===== src/rtl/music_pkg.sv =====
// music_pkg: note period table, tune codes and recorder FSM encoding
package music_pkg;
  localparam int NUM_NOTES = 21;
  localparam logic [7:0] TUNE_REST = 8'h00;
  localparam logic [7:0] TUNE_INVALID = 8'hFF;
  localparam logic [11:0] END_MARKER = 12'h000;
  localparam logic [2:0] S_IDLE = 3'd0;
  localparam logic [2:0] S_ARMED = 3'd1;
  localparam logic [2:0] S_TONE = 3'd2;
  localparam logic [2:0] S_REST = 3'd3;
  localparam logic [2:0] S_FLUSH = 3'd4;
  // 50 MHz full-period counts, low do..ti, mid do..ti, high do..ti
  localparam logic [19:0] PERIODS [NUM_NOTES] = '{
    20'd382226, 20'd340524, 20'd303372, 20'd286346, 20'd255104, 20'd227273, 20'd202477,
    20'd191113, 20'd170262, 20'd151686, 20'd143173, 20'd127552, 20'd113636, 20'd101238,
    20'd95556,  20'd85131,  20'd75843,  20'd71586,  20'd63776,  20'd56818,  20'd50619
  };
  function automatic logic [7:0] tune_code(input int k);
    return {4'(k / 7 + 1), 4'(k % 7 + 1)};
  endfunction
endpackage


===== src/rtl/period_to_tune.sv =====
// period_to_tune: window-compares a measured period against the note table
module period_to_tune
  import music_pkg::*;
#(
  parameter int SHIFT = 0
) (
  input  logic [19:0] period,
  output logic [7:0]  tune
);
  logic [NUM_NOTES-1:0] hit;
  for (genvar i = 0; i < NUM_NOTES; i++) begin : g_cmp
    localparam logic [19:0] P = PERIODS[i] >> SHIFT;
    localparam logic [19:0] T = P >> 6;
    assign hit[i] = period >= P - T && period <= P + T;
  end
  always_comb begin
    tune = TUNE_INVALID;
    for (int i = 0; i < NUM_NOTES; i++) tune = hit[i] ? tune_code(i) : tune;
  end
endmodule


===== src/rtl/music_note_recorder.sv =====
// music_note_recorder: measures a square-wave tone and records {tune, beat} words into a note RAM
module music_note_recorder
  import music_pkg::*;
#(
  parameter int ADDR_WIDTH = 9,
  parameter int BEAT_UNIT = 3125000,
  parameter int SILENCE_TIMEOUT = 1048576,
  parameter int TONE_SCALE_SHIFT = 0
) (
  input  logic                  CLK,
  input  logic                  RST,
  input  logic                  en,
  input  logic                  tone_in,
  output logic                  wr_en,
  output logic [ADDR_WIDTH-1:0] wr_addr,
  output logic [11:0]           wr_data,
  output logic [ADDR_WIDTH-1:0] note_cnt,
  output logic                  rec_done,
  output logic                  overflow
);
  localparam int UW = $clog2(BEAT_UNIT + 1);
  localparam logic [UW-1:0] WRAP_AT = UW'(BEAT_UNIT - 1);
  localparam logic [UW-1:0] HALF = UW'(BEAT_UNIT / 2);
  localparam logic [UW-1:0] TO_U = UW'(SILENCE_TIMEOUT % BEAT_UNIT);
  localparam logic [3:0] TO_B = 4'(SILENCE_TIMEOUT / BEAT_UNIT);
  localparam logic [19:0] TO_CNT = 20'(SILENCE_TIMEOUT - 1);

  logic [2:0] sync, state;
  logic [19:0] per_cnt;
  logic [7:0] code, prev, cur;
  logic [UW-1:0] unit_cnt, snap_unit;
  logic [3:0] beats, snap_beats, rnd, snap_rnd, pend;
  logic [ADDR_WIDTH-1:0] na;
  logic en_q, is_note, rise, go, fall, active, conf, wrap, split, tmo, note_req, full, mark_req;

  function automatic logic [3:0] round_beats(input logic [3:0] b, input logic [UW-1:0] u);
    return b + 4'(u >= HALF);
  endfunction

  period_to_tune #(.SHIFT(TONE_SCALE_SHIFT)) u_dec (.period(per_cnt), .tune(code));

  assign rise = sync[1] & ~sync[2];
  assign go = en & ~en_q;
  assign fall = en_q & ~en;
  assign active = state == S_ARMED || state == S_TONE || state == S_REST;
  assign conf = active && rise && code != TUNE_INVALID && code == prev && code != cur;
  assign tmo = state == S_TONE && !rise && per_cnt == TO_CNT;
  assign wrap = unit_cnt == WRAP_AT;
  assign split = (state == S_TONE || state == S_REST) && wrap && beats == 4'd14 && !conf && !tmo;
  assign rnd = round_beats(beats, unit_cnt);
  assign snap_rnd = round_beats(snap_beats, snap_unit);
  assign pend = tmo ? snap_rnd : rnd;
  // a note lands one address past any note still being written this cycle
  assign na = wr_addr + ADDR_WIDTH'(wr_en & is_note);
  assign note_req = split | ((conf | tmo | state == S_FLUSH) & cur != TUNE_INVALID & pend != 4'd0);
  assign full = note_req & (na == {ADDR_WIDTH{1'b1}});
  assign mark_req = full | (state == S_FLUSH && cur == TUNE_INVALID);

  always_ff @(posedge CLK) begin
    if (RST) begin
      sync <= '0;
      en_q <= en;
      per_cnt <= '0;
      unit_cnt <= '0;
      beats <= '0;
      snap_unit <= '0;
      snap_beats <= '0;
      prev <= TUNE_INVALID;
      cur <= TUNE_INVALID;
      state <= S_IDLE;
      wr_en <= 1'b0;
      is_note <= 1'b0;
      wr_addr <= '0;
      wr_data <= '0;
      note_cnt <= '0;
      rec_done <= 1'b0;
      overflow <= 1'b0;
    end else begin
      sync <= {sync[1:0], tone_in};
      en_q <= en;
      per_cnt <= rise ? 20'd1 : per_cnt + 20'(per_cnt != '1);
      unit_cnt <= wrap ? '0 : unit_cnt + 1'b1;
      beats <= beats + 4'(wrap);
      if (rise) {snap_beats, snap_unit} <= {beats, unit_cnt};
      if (rise && code != TUNE_INVALID) prev <= code;
      wr_en <= note_req | mark_req;
      is_note <= note_req & ~full;
      if (note_req | mark_req) wr_data <= mark_req ? END_MARKER : {cur, split ? 4'hF : pend};
      if (wr_en && is_note) begin
        wr_addr <= wr_addr + 1'b1;
        note_cnt <= note_cnt + 1'b1;
      end
      rec_done <= wr_en & ~is_note;
      if (state == S_IDLE) begin
        if (go) begin
          state <= S_ARMED;
          wr_addr <= '0;
          note_cnt <= '0;
          overflow <= 1'b0;
          cur <= TUNE_INVALID;
          prev <= TUNE_INVALID;
        end
      end else if (state == S_FLUSH) begin
        cur <= TUNE_INVALID;
        if (cur == TUNE_INVALID || full) state <= S_IDLE;
        if (full) overflow <= 1'b1;
      end else begin
        if (conf) begin
          cur <= code;
          state <= S_TONE;
          unit_cnt <= '0;
          beats <= '0;
          {snap_beats, snap_unit} <= '0;
        end else if (split) begin
          unit_cnt <= '0;
          beats <= '0;
          {snap_beats, snap_unit} <= '0;
        end else if (tmo) begin
          cur <= TUNE_REST;
          prev <= TUNE_INVALID;
          unit_cnt <= TO_U;
          beats <= TO_B;
          state <= S_REST;
        end
        if (fall) state <= S_FLUSH;
        if (full) begin
          state <= S_IDLE;
          overflow <= 1'b1;
          cur <= TUNE_INVALID;
        end
      end
    end
  end
endmodule


===== config.mk =====
export PLATFORM = sky130hd
export DESIGN_NAME = music_note_recorder
export DESIGN_NICKNAME = d
export VERILOG_FILES = /design/src/rtl/music_pkg.sv /design/src/rtl/period_to_tune.sv /design/src/rtl/music_note_recorder.sv
export SDC_FILE = /design/constraint.sdc
export NUM_CORES = 1
export LEC_CHECK = 0
export BUFFER_PORTS_ARGS = -buffer_cell sky130_fd_sc_hd__buf_2
export CELL_PAD_IN_SITES_DETAIL_PLACEMENT = 1
export CELL_PAD_IN_SITES_GLOBAL_PLACEMENT = 1
export CORE_MARGIN = 2
export CORE_UTILIZATION = 37
export DETAILED_ROUTE_END_ITERATION = 10
export PLACE_DENSITY = 0.79
export SLEW_MARGIN = 10
export SYNTH_ARGS = -nofsm -noshare
export SYNTH_HDL_FRONTEND = slang
export SYNTH_SLANG_ARGS = --single-unit

===== constraint.sdc =====
create_clock -name CLK -period 3.8 [get_ports CLK]
set_input_delay 0.19 -clock CLK [delete_from_list [all_inputs] [get_ports CLK]]
set_output_delay 0.19 -clock CLK [all_outputs]
set_load 0.03 [all_outputs]

==> impl_metrics.json, run 1 <==
{
  "status": "finished with violations",
  "violations": "negative setup slack",
  "wl_per_cell_um": 27.53,
  "startpoint_type": "flop",
  "grt_setup_unrepaired": "true",
  "finalInstanceArea_mm2": 0.01238,
  "grt_pass1_wl_mm": 61.34,
  "ys.flop_type": "dfxtp_1",
  "avgViaCountPerCell": 6.360,
  "finalWirelength_mm": 45.54,
  "fp-row-count": 55,
  "synthToLayoutAreaGrowth_pct": 46.82,
  "die_x_um": 155.0,
  "hold_path.class": "input pin to flop",
  "layout_setup_ws_ps": -321.9,
  "crit_fanout": 21,
  "cts_root_buf": "clkbuf_16",
  "synthesis.area_mm2": 0.008432,
  "drc": 0,
  "start_util": 0.3747,
  "drive_gt1_frac": 0.3820,
  "synth_cell_types": 88,
  "die_area_mm2": 0.02401,
  "hold_slack_ps": 231.5,
  "synth-edff-count": 0,
  "finalMaxSlewViolations": 0,
  "htree_levels": 4,
  "layout_common_cells": "buf_4, nor2_1, nand2_1",
  "track_usage": 0.3315,
  "p_per_area_mw_per_mm2": 270.4,
  "antenna_found_initial": 0,
  "syn_inst": 1114,
  "vias": 10520,
  "worstMarginPinSlew_ps": 760.6,
  "cts_sinks": 123,
  "seq_area_frac_synth": 0.2920,
  "placed_cells": 1586,
  "diodes": 0,
  "initialDrtViolationCount": 920,
  "nets": 1374,
  "crit_slowest_cell": "or4_4",
  "cts_inserted_buffers": 17,
  "core_region_area_mm2": 0.02250,
  "drtPass1Iterations": 5,
  "fin_crit_ps": 4122,
  "synth_fp_nets": 1132,
  "ir_drop_mv": 0.2676,
  "cts.clk_slew.worst_paths_ps": 70,
  "globalplace.congestion": 1.023,
  "drtAntennaViolNets": 0,
  "finalHoldViolCount": 0,
  "p_total_mw": 3.347,
  "finalCritPeriodShare": 1.085,
  "cap_violations": 0,
  "grt_pass1_vias": 10480,
  "p_leak_nw": 4.950,
  "die_y_um": 155.0,
  "cts_tree": "built",
  "fmax_mhz": 242.6,
  "path_buf_inv": 4,
  "instances_no_fill": 1654,
  "final_common_cell": "buf_4",
  "pin_count": 37,
  "port_buffers": 36,
  "clock_latency_ps": 440,
  "worst-endpoint-required_ps": 4170,
  "crit_family": "simple AND/OR/NAND/NOR gates",
  "clock_skew_ps": 15.62,
  "cp.arrival_ps": 4490,
  "finalSetupViolCount": 71,
  "grt.overflow.total": 0,
  "yosys_register_bits": 123,
  "async_flop_share": 0,
  "avgSynthCellArea_um2": 7.569,
  "critPathKind": "flop to flop",
  "slew_headroom": 0.4917,
  "end_kind": "flop",
  "clockBufferDepth": 2,
  "crit_chain": "o31a_1 > nor4_4 > buf_4 > o211a_1 > o311ai_2 > or4_4 > o21ai_2 > or3b_4 > a211oi_4 > a2111oi_4 > buf_4 > clkbuf_16 > or4_4 > buf_12 > nor2_1",
  "grt_max_degree": 27,
  "dp_hpwl_mm": 29.53,
  "cp_slowest_stage_delay_ps": 530,
  "ys_warn_count": 0,
  "placed_cell_area_mm2": 0.01048
}
-- path summary, 6_finish.rpt --
check              from           to  slack (ps)  cells past startpoint
max          per_cnt[0]  unit_cnt[6]        -320                     15
min                 RST   per_cnt[0]         230                      2
max reg2reg  per_cnt[0]  unit_cnt[6]        -320                     15
min reg2reg     prev[7]      prev[7]         470                      2
-- layer usage --
| layer | global-route usage | up-vias | part of all wire |
|---|---|---|---|
| li1 | - | 4574 | - |
| met1 | 0.3984 | 5134 | 0.38 |
| met2 | 0.5568 | 591 | 0.47 |
| met3 | 0.06825 | 221 | 0.081 |
| met4 | 0.1777 | 0 | 0.071 |
| met5 | 0 | - | 0 |
-- worst register-to-register path, delay by kind of cell (launching register included) --
| family | cells | cell delay, ps |
|---|---|---|
| flip-flops | 1 | 420 |
| buffers and inverters | 4 | 660 |
| AO/OA/AOI/OAI | 6 | 1180 |
| AND/OR/NAND/NOR | 5 | 1810 |
-- report_power, final --
part	switching, mW	internal, mW
combinational	0.186	0.102
sequential	0.0256	1.30
clock	0.796	0.940
total	1.01	2.34
-- cell families (layout without fill, tap and decap cells) --
logic type      Yosys count  in the layout  synth area share
xor+xnor                 60             60           0.06232
buf+inv                 114            369           0.06114
mux                      12             12           0.01454
fa+ha+maj                14             14           0.02077
simple gates            549            549            0.3549
flops                   123            123            0.2920
compound gates          242            242            0.1942
-- synthesized netlist by cell type (13+ instances only) --
library cell / n / share of area
xnor2_1: 32 / 0.033
and3_1: 24 / 0.018
xor2_1: 28 / 0.029
nor3b_1: 13 / 0.012
nor4_1: 20 / 0.015
nor2_1: 119 / 0.053
ha_1: 14 / 0.021
inv_1: 20 / 0.0089
or3_1: 23 / 0.017
nand3_1: 52 / 0.031
nand2b_1: 18 / 0.013
nand4_1: 34 / 0.025
dfxtp_1: 123 / 0.29
clkbuf_1: 40 / 0.018
o21ai_0: 45 / 0.027
nor2b_1: 13 / 0.0096
nor3_1: 36 / 0.021
buf_2: 40 / 0.024
nand2_1: 108 / 0.048
a21oi_1: 72 / 0.043
nor4bb_1: 13 / 0.015
-- per-stage QoR --
stage	utilization	TNS (ps)	setup WS, ps
6_report	0.5501	-18430	-321.9
5_1_grt	0.5501	-23820	-403.4
4_1_cts	0.5122	-1472	-124.5
3_5_place_dp	0.4655	-27760	-509.9
3_3_place_gp	0.4655	-18460	-323.7
2_1_floorplan	-	0	237.5
-- flip-flops by register name (all words and copies together), names as in the netlist --
| register | flops |
|---|---|
| en_q | 1 |
| overflow | 1 |
| state | 3 |
| prev | 8 |
| snap_unit | 20 |
| rec_done | 1 |
| snap_beats | 4 |
| beats | 4 |
| cur | 6 |
| wr_en | 1 |
| per_cnt | 20 |
| note_cnt | 9 |
| sync | 3 |
| is_note | 1 |
| wr_addr | 9 |
| wr_data | 10 |
| unit_cnt | 22 |
-- cell type report --
type / instances / area [um2]
multi-input cells: 877 / 6280
repair buffers: 317 / 2562
flip-flops and latches: 123 / 2504
clock inverters: 15 / 172.7
well taps: 285 / 356.6
fillers: 2646 / 10120
inverters: 20 / 78.83
clock buffers: 17 / 425.4
-- repair_timing --
action / CTS / global route
resized for setup: 99 / 118
endpoints found under the setup margin: 72 / 72
hold buffers: 2 / 0
hold endpoints to repair: 2 / 0
gates cloned: 0 / 5
pin swaps: 16 / 32
buffers inserted: 7 / 24
Power figures use the tool's default switching activity.
==> run 2: changes to the inputs <==
--- a/config.mk
+++ b/config.mk
@@ -5,6 +5,7 @@
 export SDC_FILE = /design/constraint.sdc
 export NUM_CORES = 1
 export LEC_CHECK = 0
+export ABC_CLOCK_PERIOD_IN_PS = 3800
 export BUFFER_PORTS_ARGS = -buffer_cell sky130_fd_sc_hd__buf_2
 export CELL_PAD_IN_SITES_DETAIL_PLACEMENT = 1
 export CELL_PAD_IN_SITES_GLOBAL_PLACEMENT = 1
@@ -12,6 +13,7 @@
 export CORE_UTILIZATION = 37
 export DETAILED_ROUTE_END_ITERATION = 10
 export PLACE_DENSITY = 0.79
+export SETUP_SLACK_MARGIN = 0.4
 export SLEW_MARGIN = 10
 export SYNTH_ARGS = -nofsm -noshare
 export SYNTH_HDL_FRONTEND = slang
==> impl_metrics.json, run 2 (synthesized netlist as in run 1, its figures left out) <==
{
  "synthToLayoutAreaGrowth_pct": 41.27,
  "status": "finished with violations",
  "p_per_area_mw_per_mm2": 279.6,
  "finalSetupViolCount": 70,
  "drtPass1Iterations": 7,
  "hold_path.class": "input pin to flop",
  "clock_latency_ps": 440,
  "grt_pass1_wl_mm": 64.40,
  "cts.clk_slew.worst_paths_ps": 70,
  "clockBufferDepth": 2,
  "r2r_slack_ps": -450,
  "cap_violations": 0,
  "clock_skew_ps": 15.75,
  "initialDrtViolationCount": 832,
  "die_area_mm2": 0.02401,
  "die_x_um": 155.0,
  "critPathKind": "flop to flop",
  "slew_headroom": 0.4719,
  "layout_common_cells": "buf_4, dfxtp_1, nor2_1",
  "final_util": 0.5293,
  "start_util": 0.3747,
  "final_common_cell": "buf_4",
  "reg.largest.list": "unit_cnt: 22 flops, per_cnt: 20 flops, snap_unit: 20 flops",
  "grt_max_degree": 27,
  "grt_use_met3": 0.06574,
  "pin_count": 37,
  "ir_drop_mv": 0.3747,
  "end_kind": "flop",
  "grt.overflow.total": 0,
  "fmax_mhz": 235.3,
  "instances_no_fill": 1645,
  "vias": 10420,
  "p_leak_nw": 4.818,
  "placed_cells": 1599,
  "fin_crit_ps": 4250,
  "finalMaxSlewViolations": 0,
  "worstMarginPinSlew_ps": 790.2,
  "htree_levels": 4,
  "nets": 1364,
  "core_region_area_mm2": 0.02250,
  "drc": 0,
  "die_y_um": 155.0,
  "top_register": "unit_cnt",
  "globalplace.congestion": 1.046,
  "largest_reg_flops": 22,
  "top_usage_layer": "met2",
  "cp.arrival_ps": 4570,
  "place_ws_ps": -507.6,
  "track_usage": 0.3495,
  "finalWirelength_mm": 42.90,
  "grt_setup_unrepaired": "true",
  "p_total_mw": 3.330,
  "startpoint_type": "flop",
  "cts_tree": "built",
  "port_buffers": 36,
  "grt_pass1_vias": 10670,
  "drtAntennaViolNets": 0,
  "finalInstanceArea_mm2": 0.01191,
  "met1_usage": 0.4123,
  "antenna_found_initial": 1,
  "cts_root_buf": "clkbuf_16",
  "wl_per_cell_um": 26.08,
  "worst-endpoint-required_ps": 4120,
  "use_met2": 0.6121,
  "placed_cell_area_mm2": 0.01066,
  "dp_hpwl_mm": 30.34,
  "drive_gt1_frac": 0.3304,
  "crit_fanout": 7,
  "nFillCells": 2668,
  "cts_inserted_buffers": 17,
  "cts_sinks": 123,
  "avgViaCountPerCell": 6.333,
  "violations": "negative setup slack",
  "finalHoldViolCount": 0,
  "fp-row-count": 55,
  "layout_setup_ws_ps": -450.3,
  "finalCritPeriodShare": 1.118
}
-- run 2: layout make-up --
type | instances | area (um2) | share of cell area
clock buffers | 17 | 425.4 | 0.03571
inverters | 20 | 75.07 | 0.006303
flip-flops and latches | 123 | 2474 | 0.2077
repair buffers | 307 | 2439 | 0.2047
clock inverters | 15 | 198.9 | 0.01670
well taps | 285 | 356.6 | 0.02994
diodes | 1 | 2.502 | 0.0002101
multi-input cells | 877 | 5941 | 0.4987
-- run 2: what timing repair did --
| action | CTS | global route |
|---|---|---|
| setup buffers | 6 | 4 |
| hold buffers | 2 | 0 |
| gates cloned | 1 | 0 |
| hold endpoints to repair | 2 | 0 |
| endpoints found under the setup margin | 77 | 72 |
| pin swaps | 16 | 16 |
| resized for setup | 43 | 71 |
-- run 2: metal layers --
metal	share of wire	wire, um
met5	0.00042	18
met4	0.052	2242
met3	0.068	2933
met2	0.49	20850
met1	0.39	16860
-- run 2: final timing paths --
path | startpoint | to | depth (start not counted)
min | RST | sync[0] | 2
max reg2reg | per_cnt[19] | wr_data[4] | 18
min reg2reg | snap_unit[2] | snap_unit[2] | 2
max | per_cnt[19] | wr_data[4] | 18
-- run 2: worst max-delay path: stages, from the launching register on --
cell and delay, ps:
dfxtp_4 360, buf_12 130, buf_12 120, a211o_1 250, a211o_1 310, a311oi_2 240
a211oi_2 90, buf_4 160, or4b_4 550, nor3_4 170, buf_4 140, nand4b_1 160
a2111oi_4 440, buf_4 200, clkbuf_16 150, nor3_4 40, buf_6 150, o21ai_0 330
a21oi_2 110
-- run 2: report_power, final --
part	switching, mW	internal (mW)	total (mW)
Sequential	0.0188	1.30	1.32
Combinational	0.166	0.0935	0.259
Clock	0.743	1.01	1.75
Total	0.928	2.40	3.33
-- run 2: stage by stage --
step / hold slack, ps / setup TNS (ps)
floorplan: 217.7 / 0
global placement: 330.6 / -26900
detailed placement: 337.9 / -28570
CTS: 151.0 / -12850
global route: 215.8 / -20400
finish: 195.9 / -12490
